## config.mk

```make
export PLATFORM = sky130hd
export DESIGN_NAME = mealy_word_collector_flat
export DESIGN_NICKNAME = d
export VERILOG_FILES = /design/src/rtl/mealy_word_collector_if.sv /design/src/rtl/mealy_word_collector.sv /design/src/flat_wrapper.sv
export SDC_FILE = /design/constraint.sdc
export NUM_CORES = 1
export LEC_CHECK = 0
export BUFFER_PORTS_ARGS = -buffer_cell sky130_fd_sc_hd__buf_4
export CAP_MARGIN = 40
export CORE_MARGIN = 4
export CORE_UTILIZATION = 40
export CTS_BUF_LIST = sky130_fd_sc_hd__clkbuf_2 sky130_fd_sc_hd__clkbuf_4 sky130_fd_sc_hd__clkbuf_8
export DETAILED_ROUTE_END_ITERATION = 16
export GPL_ROUTABILITY_DRIVEN = 0
export SETUP_SLACK_MARGIN = 0.2
export SLEW_MARGIN = 20
export SYNTH_ARGS = -nofsm -noshare
export SYNTH_HDL_FRONTEND = slang
export SYNTH_SLANG_ARGS = --single-unit
```

## constraint.sdc

```tcl
create_clock -name clk -period 3 [get_ports clk]
set_clock_uncertainty 0.15 [all_clocks]
set_input_delay 0.3 -clock clk [delete_from_list [all_inputs] [get_ports clk]]
set_output_delay 0.3 -clock clk [all_outputs]
set_load 0.05 [all_outputs]
```

## src/rtl/mealy_word_collector_if.sv

```systemverilog
// Bus bundle for mealy_word_collector: serial bit input side plus the
// tagged-word FIFO output side and status.
interface mealy_word_collector_if #(
   parameter int unsigned WORD_BITS  = 3,
   parameter int unsigned FIFO_DEPTH = 4,
   parameter int unsigned CNT_W      = 8
);
   logic                          bit_in;
   logic                          bit_valid;
   logic                          det_flag;
   logic                          realign;
   logic [WORD_BITS-1:0]          out_word;
   logic                          out_flag;
   logic                          out_valid;
   logic                          out_ready;
   logic [CNT_W-1:0]              match_count;
   logic                          overflow;
   logic [$clog2(FIFO_DEPTH):0]   fifo_level;

   // Producer/consumer side (drives bits, accepts words)
   modport master (
      output bit_in, bit_valid, det_flag, realign, out_ready,
      input  out_word, out_flag, out_valid, match_count, overflow, fifo_level
   );

   // Collector side
   modport slave (
      input  bit_in, bit_valid, det_flag, realign, out_ready,
      output out_word, out_flag, out_valid, match_count, overflow, fifo_level
   );
endinterface

```

## src/rtl/mealy_word_collector.sv

```systemverilog
// mealy_word_collector: groups the detector's serial stream into frame-aligned
// words, tags each with the detector match flag sampled on the last bit, and
// queues them in a small FIFO. Keeps a saturating match counter and a sticky
// overflow flag.
// Optional build macro MWC_MATCH_ONLY_EN: only flagged words enter the FIFO.
// WORD_BITS must be >= 3; FIFO_DEPTH must be a power of two >= 2.
module mealy_word_collector #(
   parameter int unsigned WORD_BITS  = 3,
   parameter int unsigned FIFO_DEPTH = 4,
   parameter int unsigned CNT_W      = 8
) (
   input logic                   clk,
   input logic                   rst,
   mealy_word_collector_if.slave bus
);
   localparam int unsigned PH_W  = $clog2(WORD_BITS);
   localparam int unsigned PTR_W = $clog2(FIFO_DEPTH);
   localparam int unsigned LVL_W = PTR_W + 1;

   localparam logic [PH_W-1:0]  PH_LAST  = PH_W'(WORD_BITS - 1);
   localparam logic [LVL_W-1:0] LVL_FULL = LVL_W'(FIFO_DEPTH);
   localparam logic [CNT_W-1:0] CNT_MAX  = '1;

   typedef struct packed {
      logic                 flag;
      logic [WORD_BITS-1:0] word;
   } entry_t;

   logic [PH_W-1:0]      phase_q,  phase_d;
   logic [WORD_BITS-2:0] shift_q,  shift_d;
   logic [PTR_W-1:0]     wr_ptr_q, wr_ptr_d;
   logic [PTR_W-1:0]     rd_ptr_q, rd_ptr_d;
   logic [LVL_W-1:0]     level_q,  level_d;
   logic [CNT_W-1:0]     count_q,  count_d;
   logic                 ovf_q,    ovf_d;
   entry_t               mem_q [FIFO_DEPTH];

   logic   word_done;
   logic   push_req;
   logic   push;
   logic   pop;
   logic   full;
   entry_t new_entry;

   // Control state register with synchronous reset
   always_ff @(posedge clk) begin
      if (rst) begin
         phase_q  <= '0;
         shift_q  <= '0;
         wr_ptr_q <= '0;
         rd_ptr_q <= '0;
         level_q  <= '0;
         count_q  <= '0;
         ovf_q    <= 1'b0;
      end else begin
         phase_q  <= phase_d;
         shift_q  <= shift_d;
         wr_ptr_q <= wr_ptr_d;
         rd_ptr_q <= rd_ptr_d;
         level_q  <= level_d;
         count_q  <= count_d;
         ovf_q    <= ovf_d;
      end
   end

   // FIFO storage; contents are only observable through the level-gated head
   always_ff @(posedge clk) begin
      if (!rst && push) begin
         mem_q[wr_ptr_q] <= new_entry;
      end
   end

   // Next-state: framing, push/pop arbitration, counter and overflow
   always_comb begin
      // realign outranks completion, so a restart cycle never pushes
      word_done = bus.bit_valid && (phase_q == PH_LAST) && !bus.realign;
`ifdef MWC_MATCH_ONLY_EN
      push_req  = word_done && bus.det_flag;
`else
      push_req  = word_done;
`endif
      full      = (level_q == LVL_FULL);
      pop       = (level_q != '0) && bus.out_ready;
      // a full FIFO still accepts when the head leaves in the same cycle
      push      = push_req && (!full || pop);

      new_entry.flag = bus.det_flag;
      new_entry.word = {shift_q, bus.bit_in};

      phase_d = phase_q;
      shift_d = shift_q;
      if (bus.realign) begin
         phase_d = '0;
         shift_d = '0;
      end else if (bus.bit_valid) begin
         shift_d = {shift_q[WORD_BITS-3:0], bus.bit_in};
         phase_d = (phase_q == PH_LAST) ? '0 : phase_q + PH_W'(1);
      end

      wr_ptr_d = push ? wr_ptr_q + PTR_W'(1) : wr_ptr_q;
      rd_ptr_d = pop  ? rd_ptr_q + PTR_W'(1) : rd_ptr_q;

      level_d = level_q;
      if (push && !pop) begin
         level_d = level_q + LVL_W'(1);
      end else if (!push && pop) begin
         level_d = level_q - LVL_W'(1);
      end

      count_d = count_q;
      if (word_done && bus.det_flag && (count_q != CNT_MAX)) begin
         count_d = count_q + CNT_W'(1);
      end

      ovf_d = ovf_q | (push_req && !push);
   end

   // Outputs: head of FIFO (zero when empty) and status
   always_comb begin
      bus.out_valid   = (level_q != '0);
      bus.out_word    = '0;
      bus.out_flag    = 1'b0;
      if (level_q != '0) begin
         bus.out_word = mem_q[rd_ptr_q].word;
         bus.out_flag = mem_q[rd_ptr_q].flag;
      end
      bus.match_count = count_q;
      bus.overflow    = ovf_q;
      bus.fifo_level  = level_q;
   end
endmodule
```

## src/flat_wrapper.sv

```systemverilog
// flat-port wrapper written by rule: the top's interface ports become plain ports
module mealy_word_collector_flat 
#(
   parameter int unsigned WORD_BITS  = 3,
   parameter int unsigned FIFO_DEPTH = 4,
   parameter int unsigned CNT_W      = 8
)
  (clk, rst, bus_bit_in, bus_bit_valid, bus_det_flag, bus_realign, bus_out_ready, bus_out_word, bus_out_flag, bus_out_valid, bus_match_count, bus_overflow, bus_fifo_level);
  mealy_word_collector_if #(.WORD_BITS(WORD_BITS), .FIFO_DEPTH(FIFO_DEPTH), .CNT_W(CNT_W)) bus_i ();
  input logic clk;
  input logic rst;
  input wire logic [$bits(bus_i.bit_in)-1:0] bus_bit_in;
  input wire logic [$bits(bus_i.bit_valid)-1:0] bus_bit_valid;
  input wire logic [$bits(bus_i.det_flag)-1:0] bus_det_flag;
  input wire logic [$bits(bus_i.realign)-1:0] bus_realign;
  input wire logic [$bits(bus_i.out_ready)-1:0] bus_out_ready;
  output wire logic [$bits(bus_i.out_word)-1:0] bus_out_word;
  output wire logic [$bits(bus_i.out_flag)-1:0] bus_out_flag;
  output wire logic [$bits(bus_i.out_valid)-1:0] bus_out_valid;
  output wire logic [$bits(bus_i.match_count)-1:0] bus_match_count;
  output wire logic [$bits(bus_i.overflow)-1:0] bus_overflow;
  output wire logic [$bits(bus_i.fifo_level)-1:0] bus_fifo_level;
  assign bus_i.bit_in = bus_bit_in;
  assign bus_i.bit_valid = bus_bit_valid;
  assign bus_i.det_flag = bus_det_flag;
  assign bus_i.realign = bus_realign;
  assign bus_i.out_ready = bus_out_ready;
  assign bus_out_word = bus_i.out_word;
  assign bus_out_flag = bus_i.out_flag;
  assign bus_out_valid = bus_i.out_valid;
  assign bus_match_count = bus_i.match_count;
  assign bus_overflow = bus_i.overflow;
  assign bus_fifo_level = bus_i.fifo_level;
  mealy_word_collector #(.WORD_BITS(WORD_BITS), .FIFO_DEPTH(FIFO_DEPTH), .CNT_W(CNT_W)) u_core (.clk(clk), .rst(rst), .bus(bus_i));
endmodule
```

==> reports/results.txt, run 1 <==
Fin crit share: 0.828
Nets: 175
CTS Sinks: 38
Relative slew slack: 0.698
Postcts setup bufs: 0
Clock buffer depth: 2
Area growth syn-to-layout: 18.7%
Via-to-Cell Ratio: 5.09
CP arrival: 2.54 ns
Max-slew violation count: 0
Fmax: 403 MHz
Pin count of the biggest net entering global routing: 23
Synthesized flop and latch total: 38
PwrDens: 708 nW/um^2
Met1 Use GR: 0.142
Detailed placer's ending HPWL: 2.15 mm
Mapped Cells: 134
Grt peak-use layer: met2
Seq/Total Area, Yosys: 0.558
Synth area leaders: edfxtp_1, dfxtp_1, mux4_2, ha_1, xor2_1
Die Y: 72.2 um
Synth cell count leaders: dfxtp_1, edfxtp_1, nor2_1
Vias: 1079
H-tree level count: 2
WL final: 2.90 mm
Core area: 4000 sq um
Drt pass-1 iters: 5
Row cnt: 23
Peak supply drop: 0.218 mV
# diodes: 0
Wire per inst: 13.7 um
Status: finished, final reports clean
Ys flop type: dfxtp_1
Share of layout cells above drive strength 1: 0.228
Synth top area share: 0.291
CP required: 3.06 ns
Root buf cell: clkbuf_8
CP Capture Type: flip-flop
CP Class: flip-flop to flip-flop
Worst skew pair latency: 0.28 ns
EDFF count, synth: 16
RSZ-0062 raised after global routing: no
Port bufs: 23
Final Hold Viols: 0
Max-cap violations: 0
Die X: 72.2 um
Finished Cell Area: 1960 sq um
Die ar.: 5210 sq um
Grt met2 use: 0.183
Initial Util: 0.412
Worst-Margin Slew: 0.447 ns
Worst hold path type: input pin to flip-flop
Synth cell types: 28
Gr usage total: 0.119
Top cell type by total area after synthesis: edfxtp_1
Vias in the first global route: 988
Most common cell in the netlist: dfxtp_1
Boundary Pins: 24
Post-Syn Area: 1650 sq um
CTS tree: yes
Total CTS buffers: 5
Design Power: 1.39 mW
Placed Area: 1870 sq um
GR Util met3: 0.0485
Cts repair resizes: 0
Syn Nets: 148
Clk slew on worst S/H paths: 0.07 ns
Crit Path Max Fanout: 7
Final setup viols: 0
First-pass GRT wire length: 4.63 mm
Placement Setup Slack: 0.461 ns
Final Critical Period: 2.48 ns
Pleak: 0.753 nW
DRT antenna net count: 0
Initial antenna violation count: 0
Reg2reg setup slack: 0.52 ns
Worst setup SP type: flip-flop
Hold buffer count at cts: 0
Number of DRC markers in iteration 0: 32
Fin Setup TNS: 0 ns
Syn Area/Cell: 12.3 sq um
Post-synth ARST share: 0
Grt ovf: 0
Yosys warns: 0
Drc violations: 0
Smallest setup slack after layout: 0.517 ns
==> sequential cells by signal (all words and copies together), names as in the netlist, named ones only <==
name / cells
u_core.mem_q: 16
u_core.bus.match_count: 8
u_core.wr_ptr_q: 2
u_core.rd_ptr_q: 2
u_core.shift_q: 2
u_core.bus.overflow: 1
u_core.bus.fifo_level: 3
u_core.phase_q: 2
==> routing by layer <==
metal  up-vias  share of wire
li1        536              -
met4         0         0.0093
met5         -              0
met1       509           0.44
met3         2          0.064
met2        32           0.49
==> power breakdown <==
group          total (mW)  switching (mW)  internal, mW
combinational       0.453           0.301         0.152
sequential          0.598          0.0339         0.564
clock               0.337           0.168         0.169
total                1.39           0.503         0.884
==> layout by cell type (no fill, tap or decap) <==
cell,instances
xor2_1,7
clkbuf_8,5
a211oi_1,1
nor4b_1,1
mux2i_1,6
or3_1,4
mux4_2,4
and4bb_4,1
clkbuf_4,1
nor2_1,14
and4_1,2
edfxtp_1,16
o21ai_0,3
ha_1,6
nand2_1,5
nand4_1,3
dfxtp_1,22
buf_4,23
and3_1,1
clkinv_1,1
fa_1,1
clkinv_2,1
o2111ai_1,1
a21oi_1,6
nor3_1,6
o2111ai_4,1
and2_1,8
inv_1,5
xnor2_1,1
o211ai_4,1
and2b_1,2
nand3_1,3
==> layout make-up <==
type                    count  area, sq um
clock buffers               6         76.3
clock inverters             2         8.76
fillers                   364         2040
inverters                   5         18.8
multi-input cells          88          698
flip-flops and latches     38          921
well taps                  50         62.6
repair buffers             23          173
==> worst paths after layout <==
| check | startpoint | cells after the start | to |
|---|---|---|---|
| setup / recovery | u_core.bus.fifo_level[0] | 8 | u_core.bus.fifo_level[2] |
| hold / removal | bus_realign | 2 | u_core.shift_q[0] |
| setup reg to reg | u_core.bus.fifo_level[0] | 8 | u_core.bus.fifo_level[2] |
| hold reg to reg | u_core.bus.overflow | 2 | u_core.bus.overflow |
==> critical path, cell delays in order (launching register included) <==
cell     delay, ns
dfxtp_1       0.37
or3_1         0.50
nand2_1       0.16
ha_1          0.19
inv_1         0.06
fa_1          0.37
xor2_1        0.16
or3_1         0.31
a21oi_1       0.15
==> cell families after synthesis <==
| group | Yosys count | synth area share |
|---|---|---|
| DFF | 38 | 0.558 |
| and+or+nand+nor | 50 | 0.166 |
| muxes | 10 | 0.0911 |
| adders and majority gates | 7 | 0.0577 |
| buffers and inverters | 8 | 0.0182 |
| AOI/OAI and AO/OA | 13 | 0.0660 |
| xor gates and xnor gates | 8 | 0.0425 |
==> through the flow <==
stage | instances | hold slack (ns) | utilization
final | 212 | 0.0586 | 0.490
after global routing | 212 | 0.0438 | 0.490
after CTS | 212 | 0.0451 | 0.490
after detailed placement | 204 | 0.332 | 0.468
after global placement | 204 | 0.333 | 0.468
after floorplan | 134 | 0.223 | -
Power figures use the tool's default switching activity.
==> inputs of run 2 (changes only) <==
==> constraint.sdc (replaced) <==
create_clock -name clk -period 2.1 [get_ports clk]
set_clock_uncertainty 0.15 [all_clocks]
set_input_delay 0.21 -clock clk [delete_from_list [all_inputs] [get_ports clk]]
set_output_delay 0.21 -clock clk [all_outputs]
set_load 0.05 [all_outputs]
==> run 2 against run 1 <==
  * The flow now finishes with violations (negative setup slack)
  * Total power rose by 57%
  * Sequential power increased by 44%
  * Final area grew 7.9%
  * Register-to-register slack worse by 0.55 ns
  * Cell count up 5.2%
  * Combinational power up 83%
  * Count of clock-buffer cells in the layout stayed put
==> reports/results.txt, run 2 (synthesis results as in run 1) <==
Fin crit share: 1.01
Instance count on the critical path: 8
Commonest non-fill, non-tap cell in the layout: buf_4
PwrDens: 1030 nW/um^2
Total CTS buffers: 5
Row cnt: 23
Status: finished, violations left
CP top delay family: simple AND/OR/NAND/NOR gates
RR Endpoint: u_core.bus.fifo_level[2]
Placement Setup Slack: -0.0403 ns
Detailed placer's ending HPWL: 2.40 mm
Vias: 1140
CP required: 2.16 ns
H-tree level count: 2
Number of DRC markers in iteration 0: 64
Reg2reg setup slack: -0.03 ns
Final Hold Viols: 0
Die X: 72.2 um
Final setup viols: 1
Crit Path Max Fanout: 3
Commonest cells after routing, fill and taps aside: buf_4, edfxtp_1, dfxtp_1, nor2_1
Drt pass-1 iters: 4
Area growth syn-to-layout: 28.1%
Initial antenna violation count: 0
Fmax: 470 MHz
Filler cell count: 353
Comb power frac: 0.383
DRT antenna net count: 0
Pleak: 0.825 nW
Largest register by flop count: u_core.mem_q
Failing checks: negative setup slack
Hold Path End: u_core.phase_q[1]
Reg-to-Reg Start: u_core.bus.fifo_level[1]
Hold_sp: bus_realign
Clock power share: 0.219
Worst r2r path cells: 8
Worst skew pair latency: 0.28 ns
Clock buffer depth: 2
Hold Path Cell Cnt: 3
Peak supply drop: 0.400 mV
CP arrival: 2.19 ns
CTS tree: yes
Max-slew violation count: 0
Die Y: 72.2 um
Core area: 4000 sq um
Pin count of the biggest net entering global routing: 23
Worst-Margin Slew: 0.289 ns
Max reg flops: 16
CTS Sinks: 38
Max-cap violations: 0
Crit path from: u_core.bus.fifo_level[1]
Gr usage total: 0.136
First-pass GRT wire length: 5.34 mm
Crit-path cells: or3_4 -> nand2_4 -> ha_4 -> inv_2 -> fa_2 -> xor2_1 -> or3_1 -> a21oi_1
Wire per inst: 14.2 um
Via-to-Cell Ratio: 5.11
Internal: 1.40 mW
CP bufs+invs: 1
Slowest-stage cell, CP: or3_4
Worst setup SP type: flip-flop
Sw frac: 0.355
# diodes: 0
CP Class: flip-flop to flip-flop
Nets: 186
Grt ovf: 0
Initial Util: 0.412
WL final: 3.17 mm
Share of layout cells above drive strength 1: 0.353
Slowest stage delay, CP: 0.40 ns
NetSw: 0.770 mW
Boundary Pins: 24
Vias in the first global route: 1128
Relative slew slack: 0.807
Worst hold path type: input pin to flip-flop
Final Critical Period: 2.13 ns
RSZ-0062 raised after global routing: yes
Fin Setup TNS: -0.0284 ns
Smallest setup slack after layout: -0.0284 ns
Port bufs: 23
Root buf cell: clkbuf_8
Sequential power share: 0.398
Clk slew on worst S/H paths: 0.07 ns
Drc violations: 0
CP Capture Type: flip-flop
Die ar.: 5210 sq um
run 2: cell types whose count changed in the layout (fill, tap and decap cells not counted), moves of 3 or more:
| cell | delta |
|---|---|
| dfxtp_1 | -7 |
| buf_4 | +6 |
| buf_6 | +4 |
| dfxtp_4 | +4 |
| dfxtp_2 | +3 |
run 2: power groups by stage:
stage | combinational (mW) | sequential, mW | clock (mW)
after floorplan | 0.467 | 0.961 | 0
after CTS | 0.801 | 0.862 | 0.493
after detailed placement | 0.784 | 0.876 | 0
final | 0.831 | 0.864 | 0.476
after global placement | 0.760 | 0.871 | 0
after global routing | 0.879 | 0.872 | 0.532
run 2: through the flow:
step           instances  power, mW  area [sq um]  utilization  hold slack (ns)
2_1_floorplan        134       1.43          1700            -            0.133
3_3_place_gp         214       1.63          1990        0.498            0.286
3_5_place_dp         214       1.66          1990        0.498            0.300
4_1_cts              222       2.16          2080        0.521          0.00353
5_1_grt              223       2.28          2110        0.528           0.0555
6_report             223       2.17          2110        0.528           0.0548
run 2: final cells by class:
cell class                 count  area, sq um  share of cell area
clock buffer                   6         76.3              0.0361
clock inverter                 2         8.76             0.00414
inverter                       5         18.8             0.00888
multi-input combinational     88          734               0.348
sequential                    38          940               0.445
tap                           50         62.6              0.0296
timing repair buffer          34          273               0.129
run 2: repair_timing:
action / in CTS / in global routing
gates resized for setup: 3 / 6
hold buffers: 0 / 1
setup buffers: 0 / 0
endpoints found under the setup margin: 22 / 22
endpoints found under the hold margin: 0 / 4
run 2: how the worst max path moves through the flow:
stage | endpoint | slack (ns)
finish | u_core.bus.fifo_level[2] | -0.03
global route | u_core.bus.fifo_level[2] | -0.14
floorplan | u_core.bus.fifo_level[2] | -0.22
CTS | u_core.bus.fifo_level[2] | -0.02
detailed placement | u_core.bus.fifo_level[2] | -0.04
global placement | u_core.bus.fifo_level[2] | -0.006
run 2: routing by layer:
metal | up-vias | share of wire | global-route usage
met4 | 0 | 0.019 | 0.0585
met2 | 31 | 0.53 | 0.244
met3 | 6 | 0.058 | 0.0457
met5 | - | 0 | 0
met1 | 542 | 0.39 | 0.145
li1 | 561 | - | -
run 2: tightest hold or removal path: stages:
cell and delay [ns]:
buf_4 0.09, buf_4 0.11, nor3_1 0.04
==> inputs of run 3 (changes only) <==
--- a/config.mk
+++ b/config.mk
@@ -5,6 +5,7 @@
 export SDC_FILE = /design/constraint.sdc
 export NUM_CORES = 1
 export LEC_CHECK = 0
+export ABC_AREA = 1
 export BUFFER_PORTS_ARGS = -buffer_cell sky130_fd_sc_hd__buf_4
 export CAP_MARGIN = 40
 export CORE_MARGIN = 4
@@ -12,6 +13,7 @@
 export CTS_BUF_LIST = sky130_fd_sc_hd__clkbuf_2 sky130_fd_sc_hd__clkbuf_4 sky130_fd_sc_hd__clkbuf_8
 export DETAILED_ROUTE_END_ITERATION = 16
 export GPL_ROUTABILITY_DRIVEN = 0
+export REMOVE_ABC_BUFFERS = 1
 export SETUP_SLACK_MARGIN = 0.2
 export SLEW_MARGIN = 20
 export SYNTH_ARGS = -nofsm -noshare
==> run 3 against run 2 <==
  * Sequential share of layout area is 2.1 points lower
  * Area after synthesis increased by 6.4%
  * Via count is 22% higher
  * Cell count rose by 34%
  * Utilization up 0.47 points
  * Critical path type unchanged
  * Global-route usage down 0.44 points
  * Synthesized cell count grew 55%
  * The run now ends clean
  * Sequential power rose by 2.3%
  * Maximum frequency increased by 11%
==> reports/results.txt, run 3 <==
Status: finished, final reports clean
Final Critical Period: 1.92 ns
Nets: 261
Commonest non-fill, non-tap cell in the layout: nor2_1
Grt ovf: 0
Sw frac: 0.400
Relative slew slack: 0.744
Pin count of the biggest net entering global routing: 12
Synth cell count leaders: nor2_1, nand2_1, inv_1
Drt pass-1 iters: 4
Die Y: 74.2 um
Share of layout cells above drive strength 1: 0.266
Area growth syn-to-layout: 24.9%
Pleak: 0.895 nW
Post-synth ARST share: 0
Fin Setup TNS: 0 ns
Core area: 4120 sq um
Max-cap violations: 0
Vias in the first global route: 1266
First-pass GRT wire length: 5.50 mm
Number of DRC markers in iteration 0: 38
CTS Sinks: 38
Wire per inst: 11.3 um
Top cell type by total area after synthesis: edfxtp_1
Root buf cell: clkbuf_8
Worst-Margin Slew: 0.383 ns
Port bufs: 23
CP Capture Type: flip-flop
RR Endpoint: u_core.bus.fifo_level[1]
Crit Path Max Fanout: 3
Fmax: 520 MHz
Yosys warns: 0
Clock buffer depth: 2
WL final: 3.37 mm
Row cnt: 23
CTS tree: yes
Detailed placer's ending HPWL: 2.35 mm
Peak supply drop: 0.372 mV
Max-slew violation count: 0
Commonest cells after routing, fill and taps aside: nor2_1, buf_4, nand2_1, inv_1, a21oi_1
Syn Area/Cell: 8.44 sq um
Boundary Pins: 24
Synthesized flop and latch total: 38
NetSw: 0.916 mW
PwrDens: 1040 nW/um^2
Sequential power share: 0.386
DRT antenna net count: 0
Max reg flops: 16
Clock power share: 0.210
Clk slew on worst S/H paths: 0.07 ns
Post-Syn Area: 1760 sq um
RSZ-0062 raised after global routing: yes
Fin crit share: 0.916
Initial antenna violation count: 0
H-tree level count: 2
Reg-to-Reg Start: u_core.phase_q[0]
Crit path from: u_core.phase_q[0]
Internal: 1.37 mW
Worst setup SP type: flip-flop
Drc violations: 0
# diodes: 0
Synth top area share: 0.274
Mapped Cells: 208
Design Power: 2.29 mW
Ys flop type: dfxtp_1
Largest register by flop count: u_core.mem_q
Comb power frac: 0.404
Worst hold path type: input pin to flip-flop
Total CTS buffers: 5
Worst r2r path cells: 10
CP arrival: 1.98 ns
Synth area leaders: edfxtp_1, dfxtp_1, nor2_1, nand2_1, a21oi_1
Most common cell in the netlist: nor2_1
Die X: 74.2 um
CP required: 2.16 ns
Final core occ: 0.533
Final setup viols: 0
Via-to-Cell Ratio: 4.66
Synth cell types: 21
CP Class: flip-flop to flip-flop
Gr usage total: 0.132
Reg2reg setup slack: 0.18 ns
Filler cell count: 372
EDFF count, synth: 16
Final Hold Viols: 0
Initial Util: 0.427
Seq/Total Area, Yosys: 0.525
Die ar.: 5510 sq um
Worst skew pair latency: 0.29 ns
Crit path capture: u_core.bus.fifo_level[1]
Vias: 1389
-- run 3: changes by cell type after synthesis, sizes merged, moves of 4 or more --
cell | previous run | this run
nand2 | 5 | 35
mux2i | 6 | 0
xor2 | 7 | 3
inv | 5 | 27
nand3 | 3 | 10
nor3 | 6 | 1
o21ai | 3 | 13
or3 | 4 | 0
nor2 | 14 | 48
and2 | 8 | 0
mux4 | 4 | 0
a21oi | 6 | 18
-- run 3: cell families (layout without fill, tap and decap cells) --
logic type | count (synthesis) | after routing | share of synthesized area
compound gates | 31 | 31 | 0.0884
xor+xnor | 4 | 4 | 0.0200
fa+ha+maj | 7 | 7 | 0.0542
buf+inv | 31 | 71 | 0.0748
flops | 38 | 38 | 0.525
simple gates | 97 | 97 | 0.238
-- run 3: what timing repair did --
action | in CTS | in global routing
endpoints found under the hold margin | 6 | 0
buffers inserted | 3 | 5
hold buffers | 2 | 0
gates resized for setup | 7 | 14
pin swaps | 4 | 7
setup endpoints to repair | 2 | 6
-- run 3: worst min-delay path by stage --
stage / startpoint / endpoint / slack [ns] / depth (start not counted)
final: rst / u_core.bus.match_count[4] / 0.02 / 2
after floorplan: rst / u_core.bus.match_count[1] / 0.13 / 1
after global routing: rst / u_core.bus.match_count[1] / 0.01 / 2
after global placement: bus_bit_in / u_core.mem_q[3][0] / 0.29 / 1
after CTS: rst / u_core.bus.match_count[2] / 0.008 / 2
after detailed placement: bus_bit_in / u_core.mem_q[3][0] / 0.28 / 1
-- run 3: cell type report --
cell class / count / area, sq um / share of cell area
clock buffers: 6 / 76.3 / 0.0348
well taps: 50 / 62.6 / 0.0285
repair buffers: 36 / 275 / 0.125
clock inverters: 2 / 8.76 / 0.00399
multi-input cells: 139 / 737 / 0.336
inverters: 27 / 104 / 0.0473
flip-flops and latches: 38 / 930 / 0.424
-- run 3: layer usage --
metal / routed length, um / GRT usage
met1: 1600 / 0.168
met2: 1560 / 0.207
met3: 148 / 0.0446
met4: 69 / 0.0534
met5: 0 / 0
-- run 3: stage by stage --
stage	cells	hold WS (ns)	worst slack, ns	cell area (sq um)
4_1_cts	293	0.00773	0.197	2120
3_3_place_gp	280	0.287	0.0802	1980
3_5_place_dp	280	0.285	0.0562	1980
2_1_floorplan	204	0.129	-0.270	1730
5_1_grt	298	0.0135	0.0796	2190
6_report	298	0.0168	0.176	2190
-- run 3: power by group through the flow --
stage / sequential (mW) / combinational, mW / clock, mW
after detailed placement: 0.891 / 0.845 / 0
final: 0.884 / 0.925 / 0.482
after global routing: 0.893 / 1.01 / 0.525
after CTS: 0.881 / 0.894 / 0.500
after floorplan: 0.966 / 0.510 / 0
after global placement: 0.891 / 0.841 / 0
-- run 3: critical path: stages (launching register included) --
cell and delay (ns):
dfxtp_4 0.36, nor2_4 0.13, nand2_4 0.08, inv_2 0.06, nand2_2 0.06, inv_2 0.09, ha_4 0.14, inv_4 0.03
fa_2 0.56, o21ai_2 0.06, a21oi_1 0.12
